## src/rtl/reg_scoreboard_pkg.sv

```systemverilog
// Shared widths, index types and helpers for the register scoreboard.
package reg_scoreboard_pkg;

  localparam int unsigned NREGS  = 16;
  localparam int unsigned LAT_W  = 2;
  localparam int unsigned REG_AW = $clog2(NREGS);
  localparam int unsigned CNT_W  = REG_AW + 1;

  typedef logic [REG_AW-1:0] reg_idx_t;
  typedef logic [LAT_W-1:0]  lat_t;
  typedef logic [NREGS-1:0]  reg_mask_t;
  typedef logic [CNT_W-1:0]  reg_cnt_t;

  // Decode-stage request as seen by the scoreboard.
  typedef struct packed {
    logic     valid;
    reg_idx_t rs;
    reg_idx_t rt;
    logic     use_rs;
    logic     use_rt;
    reg_idx_t rd;
    logic     wr;
    lat_t     lat;
  } dec_req_t;

  // Number of set bits in a per-register mask.
  function automatic reg_cnt_t popcount(input reg_mask_t m);
    reg_cnt_t c;
    c = '0;
    for (int i = 0; i < int'(NREGS); i++) begin
      c = c + reg_cnt_t'(m[i]);
    end
    return c;
  endfunction

endpackage

```

## src/rtl/reg_scoreboard_entry.sv

```systemverilog
// Pending-write tracker for one architectural register: fixed-latency
// countdown plus a variable-latency (waiting-for-writeback) flag.
module sb_entry
  import reg_scoreboard_pkg::*;
(
  input  logic i_clk,
  input  logic i_reset,
  input  logic i_iss,
  input  lat_t i_lat,
  input  logic i_wb,
  output logic o_var,
  output logic o_busy_nxt
);

  lat_t r_cnt;
  lat_t w_cnt_nxt;
  logic r_var;
  logic w_var_nxt;

  // Next state: a new issue wins over writeback and countdown on this register.
  always_comb begin
    w_cnt_nxt = r_cnt;
    w_var_nxt = r_var;
    if (i_iss) begin
      if (i_lat != '0) begin
        w_cnt_nxt = i_lat;
        w_var_nxt = 1'b0;
      end else begin
        w_cnt_nxt = '0;
        w_var_nxt = 1'b1;
      end
    end else begin
      if (i_wb && r_var) begin
        w_var_nxt = 1'b0;
      end
      if (r_cnt != '0) begin
        w_cnt_nxt = r_cnt - lat_t'(1);
      end
    end
  end

  // State register.
  always_ff @(posedge i_clk) begin
    if (i_reset) begin
      r_cnt <= '0;
      r_var <= 1'b0;
    end else begin
      r_cnt <= w_cnt_nxt;
      r_var <= w_var_nxt;
    end
  end

  assign o_var      = r_var;
  assign o_busy_nxt = (w_cnt_nxt != '0) | w_var_nxt;

endmodule

```

## src/rtl/reg_scoreboard.sv

```systemverilog
// Issue-side hazard controller: tracks in-flight writes per register and
// holds decode while an operand or destination is still pending.
module reg_scoreboard
  import reg_scoreboard_pkg::*;
#(
  parameter bit R0_FIXED = 1'b0
) (
  input  logic      i_clk,
  input  logic      i_reset,
  input  logic      dec_valid,
  input  reg_idx_t  dec_rs,
  input  reg_idx_t  dec_rt,
  input  logic      dec_use_rs,
  input  logic      dec_use_rt,
  input  reg_idx_t  dec_rd,
  input  logic      dec_wr,
  input  lat_t      dec_lat,
  input  logic      exec_stall,
  input  logic      exec_flush,
  input  logic      wb_valid,
  input  reg_idx_t  wb_rd,
  output logic      sb_stall,
  output reg_mask_t sb_busy,
  output reg_cnt_t  sb_inflight,
  output logic      sb_err
);

  dec_req_t  w_dec;
  logic      w_haz;
  logic      w_r0_block;
  logic      w_iss;
  logic      w_err_set;
  reg_mask_t w_iss_vec;
  reg_mask_t w_wb_vec;
  reg_mask_t w_var;
  reg_mask_t w_busy_nxt;
  reg_mask_t r_busy;
  reg_cnt_t  r_inflight;
  logic      r_err;

  assign w_dec = '{valid:  dec_valid,
                   rs:     dec_rs,
                   rt:     dec_rt,
                   use_rs: dec_use_rs,
                   use_rt: dec_use_rt,
                   rd:     dec_rd,
                   wr:     dec_wr,
                   lat:    dec_lat};

  // Hazard check against current busy state (RAW on rs/rt, WAW on rd) and issue decision.
  always_comb begin
    w_haz      = w_dec.valid & ((w_dec.use_rs & r_busy[w_dec.rs]) |
                                (w_dec.use_rt & r_busy[w_dec.rt]) |
                                (w_dec.wr     & r_busy[w_dec.rd]));
    w_r0_block = R0_FIXED && (w_dec.rd == '0);
    sb_stall   = w_haz | exec_stall;
    w_iss      = w_dec.valid & ~sb_stall & ~exec_flush & w_dec.wr & ~w_r0_block;
  end

  // One-hot issue/writeback strobes and writeback-to-idle detection.
  always_comb begin
    w_iss_vec = '0;
    w_wb_vec  = '0;
    if (w_iss) begin
      w_iss_vec[w_dec.rd] = 1'b1;
    end
    if (wb_valid) begin
      w_wb_vec[wb_rd] = 1'b1;
    end
    w_err_set = wb_valid & ~w_var[wb_rd];
  end

  for (genvar g = 0; g < int'(NREGS); g++) begin : g_entry
    sb_entry u_entry (
      .i_clk      (i_clk),
      .i_reset    (i_reset),
      .i_iss      (w_iss_vec[g]),
      .i_lat      (w_dec.lat),
      .i_wb       (w_wb_vec[g]),
      .o_var      (w_var[g]),
      .o_busy_nxt (w_busy_nxt[g])
    );
  end

  // Registered busy mask, in-flight count and sticky error.
  always_ff @(posedge i_clk) begin
    if (i_reset) begin
      r_busy     <= '0;
      r_inflight <= '0;
      r_err      <= 1'b0;
    end else begin
      r_busy     <= w_busy_nxt;
      r_inflight <= popcount(w_busy_nxt);
      if (w_err_set) begin
        r_err <= 1'b1;
      end
    end
  end

  assign sb_busy     = r_busy;
  assign sb_inflight = r_inflight;
  assign sb_err      = r_err;

endmodule

```

## config.mk

```make
export PLATFORM = sky130hd
export DESIGN_NAME = reg_scoreboard
export DESIGN_NICKNAME = d
export VERILOG_FILES = /design/src/rtl/reg_scoreboard_pkg.sv /design/src/rtl/reg_scoreboard_entry.sv /design/src/rtl/reg_scoreboard.sv
export SDC_FILE = /design/constraint.sdc
export NUM_CORES = 1
export LEC_CHECK = 0
export CAP_MARGIN = 20
export CORE_MARGIN = 2
export CORE_UTILIZATION = 55
export CTS_BUF_LIST = sky130_fd_sc_hd__clkbuf_16
export DETAILED_ROUTE_END_ITERATION = 10
export GPL_TIMING_DRIVEN = 0
export PLACE_DENSITY = 0.86
export SETUP_SLACK_MARGIN = 0.4
export SLEW_MARGIN = 20
export SYNTH_ARGS = -nofsm -noshare
export SYNTH_HDL_FRONTEND = slang
export SYNTH_SLANG_ARGS = --single-unit
```

## constraint.sdc

```tcl
create_clock -name i_clk -period 8.6 [get_ports i_clk]
set_input_delay 0.86 -clock i_clk [delete_from_list [all_inputs] [get_ports i_clk]]
set_output_delay 0.86 -clock i_clk [all_outputs]
set_load 0.02 [all_outputs]
```

==> results.json, run 1 <==
{
  "gp_congestion": 0.9377,
  "row_count": 30,
  "ys_ff_latch": 70,
  "hold_buffers": 0,
  "numPortBuffers": 42,
  "die_x_um": 88.83,
  "final.period_utilization_pct": 69.64,
  "syn_area_sq_um": 3958,
  "drive_gt1_share_pct": 15.45,
  "slew_headroom_pct": 45.45,
  "antenna_found_initial": 0,
  "use_met1_pct": 35.13,
  "postSynthAreaPerCell_sq_um": 9.994,
  "track_usage_pct": 27.91,
  "rsz0062_at_grt": "false",
  "cp_max_fo": 10,
  "synth_seq_area_share_pct": 35.41,
  "via_per_inst": 6.104,
  "grt_pass1_vias": 3322,
  "power_density_nw_per_um2": 154.5,
  "synth_common_cells": "dfxtp_1, mux2i_1, inv_1",
  "cp-start-kind": "primary input",
  "maxCapViolCount": 0,
  "cts_made_buffers": 9,
  "cts_tree": "yes",
  "area_growth_pct": 20.71,
  "crit_type": "in -> reg",
  "fillers": 519,
  "critical_path_required_ns": 8.80,
  "io_pins": 50,
  "cts_sinks": 70,
  "yosysTopAreaCell": "dfxtp_1",
  "skew_ns": 0.003866,
  "core-area_sq_um": 6869,
  "clkLatencyLatePin_ns": 0.33,
  "syn-instance-count": 396,
  "finalSetupViolCount": 0,
  "fin_nets": 491,
  "fin_setup_tns_ns": 0,
  "synth.distinct_cells": 45,
  "layout_min_cycle_time_ns": 5.989,
  "avgRoutedWirePerCell_um": 18.90,
  "ir_drop_v": 0.0001579,
  "ant_nets": 0,
  "synth_edf_count": 0,
  "post_cts_buffers": 0,
  "yosysTopAreaCellShare_pct": 35.41,
  "syn-num-nets": 438,
  "grt_pass1_wl_mm": 16.26,
  "grt_start_max_net_pins": 12,
  "drtIter0Drc": 284,
  "outcome": "finished, final reports clean",
  "die_area_sq_um": 7890,
  "synth_top_cells_by_area": "dfxtp_1, mux2i_1, mux4_2",
  "overflow": 0,
  "vias": 3351,
  "initial_core_util_pct": 57.61,
  "power.leakage_nw": 1.983,
  "worstPathArrival_ns": 6.19,
  "synth_ff_type": "dfxtp_1",
  "antennaDiodeCount": 0,
  "routed_wl_mm": 10.38,
  "async_flop_share_pct": 0,
  "hold_ws_ns": 0.4728,
  "clock.fmax_ghz": 0.1670,
  "clk_pin_slew_ns": 0.05,
  "grtUsageMet2_pct": 46.61,
  "htreeDepth": 3,
  "synth.most_common_cell": "dfxtp_1",
  "power.total_uw": 738.1,
  "worstMarginPinSlew_ns": 0.8120,
  "cts_root_buffer": "clkbuf_16",
  "drc": 0,
  "gr-usage-met3_pct": 4.291,
  "dp_hpwl_mm": 7.724,
  "slew_viol_final": 0,
  "min_path_type": "reg -> reg",
  "cts.repair.resized": 0,
  "yosys_warnings": 0,
  "grt.busiest_layer": "met2",
  "hold_viol": 0,
  "critPathCaptureType": "flip-flop",
  "chipHeight_um": 88.83,
  "drt_first_pass_iters": 5,
  "cts.path.max_buffers": 2
}
-- where the power goes --
part	internal [mW]	switching [mW]	leakage (nW)
Combinational	0.0252	0.0377	1.28
Clock	0.219	0.130	0.142
Sequential	0.325	0.000637	0.564
Total	0.570	0.168	1.98
-- worst paths after layout --
| check | start | end | slack (ns) | cells after the start |
|---|---|---|---|---|
| min | g_entry[3].u_entry.r_cnt[1]$_SDFF_PP0_ | g_entry[3].u_entry.r_cnt[1]$_SDFF_PP0_ | 0.47 | 2 |
| max reg2reg | sb_busy[0]$_SDFF_PP0_ | sb_inflight[3]$_SDFF_PP0_ | 3.34 | 19 |
| min reg2reg | g_entry[3].u_entry.r_cnt[1]$_SDFF_PP0_ | g_entry[3].u_entry.r_cnt[1]$_SDFF_PP0_ | 0.47 | 2 |
| max | dec_rd[3] | sb_inflight[3]$_SDFF_PP0_ | 2.61 | 20 |
-- routing by layer --
| metal | vias up | part of all wire (%) |
|---|---|---|
| li1 | 1541 | - |
| met1 | 1617 | 42 |
| met2 | 170 | 48 |
| met3 | 23 | 7.1 |
| met4 | 0 | 2.6 |
| met5 | - | 0 |
-- cell type report --
cell class	count	area, sq um	share of cell area [%]
well taps	96	120.1	2.514
multi-input cells	278	2340	48.98
clock buffers	9	225.2	4.715
flip-flops and latches	70	1401	29.33
clock inverters	6	53.80	1.126
repair buffers	42	420.4	8.800
inverters	26	97.59	2.043
plain buffers	22	118.9	2.488
-- critical path, cell delays in order --
cell	delay, ns
clkdlybuf4s50_1	0.51
buf_2	0.22
nand2b_1	0.13
o22ai_1	0.10
nor3_2	0.41
nor4_1	0.13
and3_1	0.21
buf_2	0.16
or3_1	0.38
fa_1	0.46
fa_1	0.50
inv_1	0.06
fa_1	0.44
fa_1	0.58
inv_1	0.09
ha_1	0.31
a21o_1	0.20
a21oi_1	0.22
xor2_1	0.17
nor2_1	0.05
-- layout by cell type, fill, tap and decap left out, drive strengths merged, types with 3 or more instances in the layout --
master	instances
nand2b	11
a31oi	14
dfxtp	70
nor3	6
a21oi	6
fa	10
nand3	34
ha	5
and3	12
o21ai	16
inv	26
or3	13
nor4	12
clkbuf	21
o22ai	3
mux4	11
mux2	24
buf	10
clkdlybuf4s50	42
nand3b	9
nand2	12
nor2b	5
nor2	24
clkinv	5
mux2i	35
-- cell families after synthesis --
kind of cell               after synthesis  synth area share, %
and+or+nand+nor                        144                22.13
muxes                                   70                22.32
DFF                                     70                35.41
buffers and inverters                   48                5.469
AOI/OAI and AO/OA                       47                7.588
adders and majority gates               15                6.639
xor gates and xnor gates                 2               0.4427
-- registers in the layout, indices dropped and copies added, names as in the netlist --
| signal | count |
|---|---|
| sb_busy | 16 |
| sb_err | 1 |
| g_entry.u_entry.r_cnt | 32 |
| g_entry.u_entry.o_var | 16 |
| sb_inflight | 5 |
-- stage by stage --
| step | utilization, % | std cells | setup WS (ns) | cell area (sq um) |
|---|---|---|---|---|
| 6_report | 69.54 | 549 | 2.611 | 4777 |
| 5_1_grt | 69.54 | 549 | 2.461 | 4777 |
| 4_1_cts | 69.54 | 549 | 2.662 | 4777 |
| 3_5_place_dp | 65.48 | 534 | 2.461 | 4498 |
| 3_3_place_gp | 65.48 | 534 | 2.553 | 4498 |
| 2_1_floorplan | - | 396 | 3.043 | 3958 |
No activity file was read; power rests on OpenSTA's default activity.
==> run 2, diff against run 1 <==
- CORE_UTILIZATION: 55 -> 50
- PLACE_DENSITY: 0.86 -> 0.83
- clock period: 8.6 -> 5.4 ns (I/O delays scaled with it)
==> run 2 against run 1 <==
  * Sequential power is 59% higher
  * Worst setup slack got worse by 2.2 ns
  * Clock-buffer cell count did not move
  * Hold slack worse by 0.0040 ns
  * Core utilization shrank 1.5 points
  * Power rose by 71%
  * Clock skew up 0.0033 ns
  * Cell area increased by 9.5%
==> results.json, run 2 (synthesis results as in run 1) <==
{
  "outcome": "finished, final reports clean",
  "cp_max_fo": 10,
  "stdcell_count": 577,
  "critPathCaptureType": "flip-flop",
  "die_x_um": 92.97,
  "routed_wl_mm": 11.99,
  "ir_drop_v": 0.0001604,
  "critPathSlowestCell": "fa_1",
  "post-place-ws_ns": -0.3061,
  "power.leakage_nw": 2.175,
  "gp_congestion": 0.9898,
  "min_path_type": "reg -> reg",
  "numPlacedInstances": 540,
  "critical_path_required_ns": 5.61,
  "area_growth_pct": 32.15,
  "clk_pin_slew_ns": 0.06,
  "drt_first_pass_iters": 8,
  "vias": 3576,
  "cpMostUsedCell": "fa_1",
  "slew_headroom_pct": 40.15,
  "initial_core_util_pct": 51.48,
  "power_density_nw_per_um2": 241.6,
  "hold_buffers": 0,
  "worstMarginPinSlew_ns": 0.8909,
  "row_count": 32,
  "maxCapViolCount": 0,
  "drtIter0Drc": 329,
  "cts_root_buffer": "clkbuf_16",
  "final.period_utilization_pct": 92.02,
  "ant_nets": 0,
  "slew_viol_final": 0,
  "antennaDiodeCount": 0,
  "skew_ns": 0.007165,
  "core-area_sq_um": 7687,
  "cts_sinks": 70,
  "hold_viol": 0,
  "cts.path.max_buffers": 2,
  "worst_slack_ns": 0.4311,
  "worstPathArrival_ns": 5.18,
  "overflow": 0,
  "finalSetupViolCount": 0,
  "chipHeight_um": 92.97,
  "critical_path.top_delay_family": "adder cells",
  "path_cells": "clkdlybuf4s50_1 -> nor2_1 -> nand3_2 -> clkbuf_8 -> nor4_4 -> nand3_4 -> and3_4 -> fa_1 -> inv_2 -> fa_2 -> fa_1 -> inv_1 -> fa_1 -> inv_1 -> ha_1 -> a21o_1 -> a21oi_2 -> xor2_1 -> nor2_1",
  "path_buf_inv": 5,
  "crit_type": "in -> reg",
  "dp_hpwl_mm": 8.059,
  "critPathLaunch": "exec_stall",
  "crit_path_max_incr_delay_ns": 0.55,
  "clock.fmax_ghz": 0.2013,
  "cts_made_buffers": 9,
  "drive_gt1_share_pct": 27.37,
  "grt_pass1_vias": 3444,
  "layout_min_cycle_time_ns": 4.969,
  "r2r-start": "sb_busy[3]$_SDFF_PP0_",
  "power.total_mw": 1.264,
  "via_per_inst": 6.198,
  "track_usage_pct": 27.10,
  "cp-start-kind": "primary input",
  "hold_path.startpoint": "g_entry[1].u_entry.r_cnt[1]$_SDFF_PP0_",
  "regMostFlops": "g_entry.u_entry.r_cnt",
  "final_cell_mix": "dfxtp_1, clkdlybuf4s50_1, mux2i_1, inv_1, nand3_1",
  "rsz0062_at_grt": "true",
  "cts_tree": "yes",
  "grt_pass1_wl_mm": 17.75,
  "clkLatencyLatePin_ns": 0.34,
  "fin_nets": 512,
  "largest_reg_flops": 32,
  "die_area_sq_um": 8642,
  "final_common_cell": "dfxtp_1",
  "numPortBuffers": 42,
  "io_pins": 50,
  "htreeDepth": 3,
  "drc": 0,
  "grt_start_max_net_pins": 12,
  "antenna_found_initial": 0,
  "avgRoutedWirePerCell_um": 20.78,
  "fillers": 567
}
[run 2: cell count changes in the layout (fill, tap and decap cells not counted), sizes merged]
cell           change
buf               +21
bufinv             +1
clkbuf             +2
clkdlybuf4s50      -6
clkinv             -1
dlygate4sd2        +3
dlymetal6s2s       +1
inv                +1
[run 2: worst paths after layout]
path,slack (ns),depth (start not counted),to
setup / recovery,0.43,19,sb_inflight[3]$_SDFF_PP0_
hold / removal,0.47,2,g_entry[1].u_entry.r_cnt[1]$_SDFF_PP0_
setup reg to reg,0.43,19,sb_inflight[3]$_SDFF_PP0_
hold reg to reg,0.47,2,g_entry[1].u_entry.r_cnt[1]$_SDFF_PP0_
[run 2: final cells by class]
class	count	area, sq um	area share (%)
buffer	22	183.9	3.517
clock buffer	9	225.2	4.306
clock inverter	7	80.08	1.531
inverter	26	97.59	1.866
multi-input combinational	278	2542	48.61
sequential	70	1406	26.89
tap	102	127.6	2.440
timing repair buffer	63	566.8	10.84
[run 2: routing by layer]
metal	up-vias	GRT usage, %	part of all wire, %
li1	1574	-	-
met1	1753	34.52	40
met2	209	44.87	48
met3	40	6.428	9.0
met4	0	9.804	3.0
met5	-	0	0
[run 2: what timing repair did]
item | in CTS | in global routing
cloned | 0 | 0
gates resized for setup | 29 | 20
setup endpoints to repair | 4 | 4
setup buffers | 9 | 12
pin swaps | 11 | 14
[run 2: worst min-delay path, cell delays in order, from the launching register on]
cell     delay [ns]
dfxtp_1        0.30
nand3_1        0.06
mux2i_1        0.06
[run 2: through the flow]
stage	hold WS, ns	instance area [sq um]	TNS [ns]	utilization [%]
floorplan	0.4502	4065	0	-
CTS	0.4718	5101	0	66.36
global route	0.4923	5230	0	68.03
global placement	0.4560	4613	-0.7449	60.01
finish	0.4688	5230	0	68.03
detailed placement	0.4643	4613	-1.057	60.01
[run 2: power by group]
part | switching [mW] | internal (mW) | leakage (nW)
clock | 0.222 | 0.397 | 0.153
sequential | 0.00104 | 0.518 | 0.566
combinational | 0.0735 | 0.0525 | 1.46
==> run 3, diff against run 2 <==
- clock period: 5.4 -> 4.55 ns (I/O delays scaled with it)
==> run 3 against run 2 <==
  * The run now ends with setup timing left
  * Non-clock buffer count rose by 5
  * First-iteration DRC count fell by 1.8%
  * Global-route usage rose by 2.5 points
  * Critical path type is now reg -> reg
  * Critical endpoint unchanged
==> results.json, run 3 (synthesis results as in run 1) <==
{
  "use_met1_pct": 35.89,
  "slew_headroom_pct": 52.57,
  "fin_setup_tns_ns": -1.219,
  "cp_max_fo": 8,
  "clk_pin_slew_ns": 0.06,
  "worstPathArrival_ns": 5.17,
  "power.leakage_nw": 2.169,
  "crit_type": "reg -> reg",
  "row_count": 32,
  "fin_nets": 517,
  "drc": 0,
  "grtUsageMet2_pct": 49.82,
  "gr-usage-met3_pct": 6.347,
  "grt_start_max_net_pins": 12,
  "ant_nets": 0,
  "hold_buffers": 0,
  "numPlacedInstances": 540,
  "gp_congestion": 0.9240,
  "post-place-ws_ns": -1.017,
  "crit_path_max_incr_delay_ns": 0.55,
  "largest_reg_flops": 32,
  "cpMostUsedCell": "fa_1",
  "rrSetupSlack_ns": -0.43,
  "outcome": "complete, but fails checks",
  "antenna_found_initial": 0,
  "layout_min_cycle_time_ns": 4.984,
  "fin_util_pct": 68.88,
  "p_switching_uw": 351.9,
  "hold_viol": 0,
  "swShare_pct": 24.26,
  "cts_root_buffer": "clkbuf_16",
  "numPortBuffers": 42,
  "p_seq_share_pct": 42.5,
  "avgRoutedWirePerCell_um": 21.83,
  "clock.fmax_ghz": 0.2007,
  "min_path_type": "reg -> reg",
  "chipHeight_um": 92.97,
  "regMostFlops": "g_entry.u_entry.r_cnt",
  "final_cell_mix": "dfxtp_1, clkdlybuf4s50_1, mux2i_1, buf_4, nor2_1",
  "overflow": 0,
  "cts.path.max_buffers": 2,
  "critPathSlowestCell": "fa_1",
  "regArea_sq_um": 1409,
  "multi_input_area_sq_um": 2576,
  "drive_gt1_share_pct": 29.02,
  "grt_pass1_vias": 3638,
  "finalSetupViolCount": 4,
  "routed_wl_mm": 12.68,
  "ir_drop_v": 0.0002187,
  "track_usage_pct": 29.64,
  "area_growth_pct": 33.80,
  "p_int_mw": 1.099,
  "die_x_um": 92.97,
  "dp_hpwl_mm": 8.135,
  "grt_pass1_wl_mm": 19.25,
  "cts_made_buffers": 9,
  "path_buf_inv": 3,
  "clkLatencyLatePin_ns": 0.34,
  "critical_path_required_ns": 4.73,
  "power_density_nw_per_um2": 273.9,
  "core-area_sq_um": 7687,
  "initial_core_util_pct": 51.48,
  "path_cells": "mux4_2 -> nor2_4 -> nor4b_4 -> a31oi_4 -> buf_12 -> buf_4 -> nand3_2 -> and3_4 -> fa_1 -> fa_1 -> fa_2 -> fa_1 -> inv_1 -> ha_1 -> a21o_1 -> a21oi_2 -> xor2_1 -> nor2_1",
  "cts_sinks": 70,
  "critPathCaptureType": "flip-flop",
  "via_per_inst": 6.317,
  "worstMarginPinSlew_ns": 0.7060,
  "critical_path.top_delay_family": "adder cells",
  "worst_slack_ns": -0.4335,
  "combPwrFrac_pct": 11.0,
  "power.share.clock_pct": 46.5,
  "skew_ns": 0.006837,
  "io_pins": 50,
  "cp-start-kind": "flip-flop",
  "antennaDiodeCount": 0,
  "drt_first_pass_iters": 7,
  "final_common_cell": "dfxtp_1",
  "violations": "setup timing",
  "fillers": 562,
  "rsz0062_at_grt": "true",
  "grt.busiest_layer": "met2",
  "drtIter0Drc": 323,
  "slew_viol_final": 0,
  "htreeDepth": 3,
  "die_area_sq_um": 8642,
  "final.period_utilization_pct": 109.5,
  "cts_tree": "yes",
  "stdcell_count": 581,
  "maxCapViolCount": 0,
  "vias": 3670
}
run 3: per-stage QoR:
stage                     total power [mW]  area [sq um]  hold slack (ns)
after floorplan                     0.7074          4075           0.4502
after global placement              0.7512          4623           0.4568
after detailed placement            0.7536          4623           0.4657
after CTS                            1.435          5226           0.4735
after global routing                 1.482          5295           0.4948
final                                1.450          5295           0.4769
run 3: layer usage:
| metal | routed length, um | part of all wire [%] |
|---|---|---|
| met1 | 4961 | 39 |
| met2 | 5992 | 47 |
| met3 | 1109 | 8.7 |
| met4 | 620 | 4.9 |
| met5 | 0 | 0 |
run 3: layout make-up:
| class | instances | share of cell area [%] |
|---|---|---|
| sequential | 70 | 26.61 |
| timing repair buffer | 68 | 11.91 |
| multi-input combinational | 278 | 48.65 |
| clock inverter | 6 | 1.016 |
| buffer | 22 | 3.308 |
| tap | 102 | 2.410 |
| clock buffer | 9 | 4.253 |
| inverter | 26 | 1.843 |
run 3: worst paths after layout:
check	start	endpoint	cells after the start
hold reg to reg	g_entry[0].u_entry.r_cnt[1]$_SDFF_PP0_	g_entry[0].u_entry.r_cnt[1]$_SDFF_PP0_	2
setup reg to reg	sb_busy[3]$_SDFF_PP0_	sb_inflight[3]$_SDFF_PP0_	18
setup / recovery	sb_busy[3]$_SDFF_PP0_	sb_inflight[3]$_SDFF_PP0_	18
hold / removal	g_entry[0].u_entry.r_cnt[1]$_SDFF_PP0_	g_entry[0].u_entry.r_cnt[1]$_SDFF_PP0_	2
run 3: timing repair:
item	in CTS	in global routing
setup endpoints to repair	5	5
resized for setup	43	6
pin swaps	10	5
buffers inserted	21	4
gates cloned	1	0
run 3: worst min-delay path, delay by kind of cell (launching register included):
kind,cells,cell delay [ns]
simple gates,1,0.06
mux,1,0.06
flops,1,0.31
run 3: power by group through the flow:
stage | registers, mW | clock network (mW) | logic (mW)
4_1_cts | 0.616 | 0.673 | 0.146
2_1_floorplan | 0.631 | 0 | 0.0768
3_3_place_gp | 0.629 | 0 | 0.122
6_report | 0.616 | 0.674 | 0.160
5_1_grt | 0.616 | 0.698 | 0.168
3_5_place_dp | 0.629 | 0 | 0.124
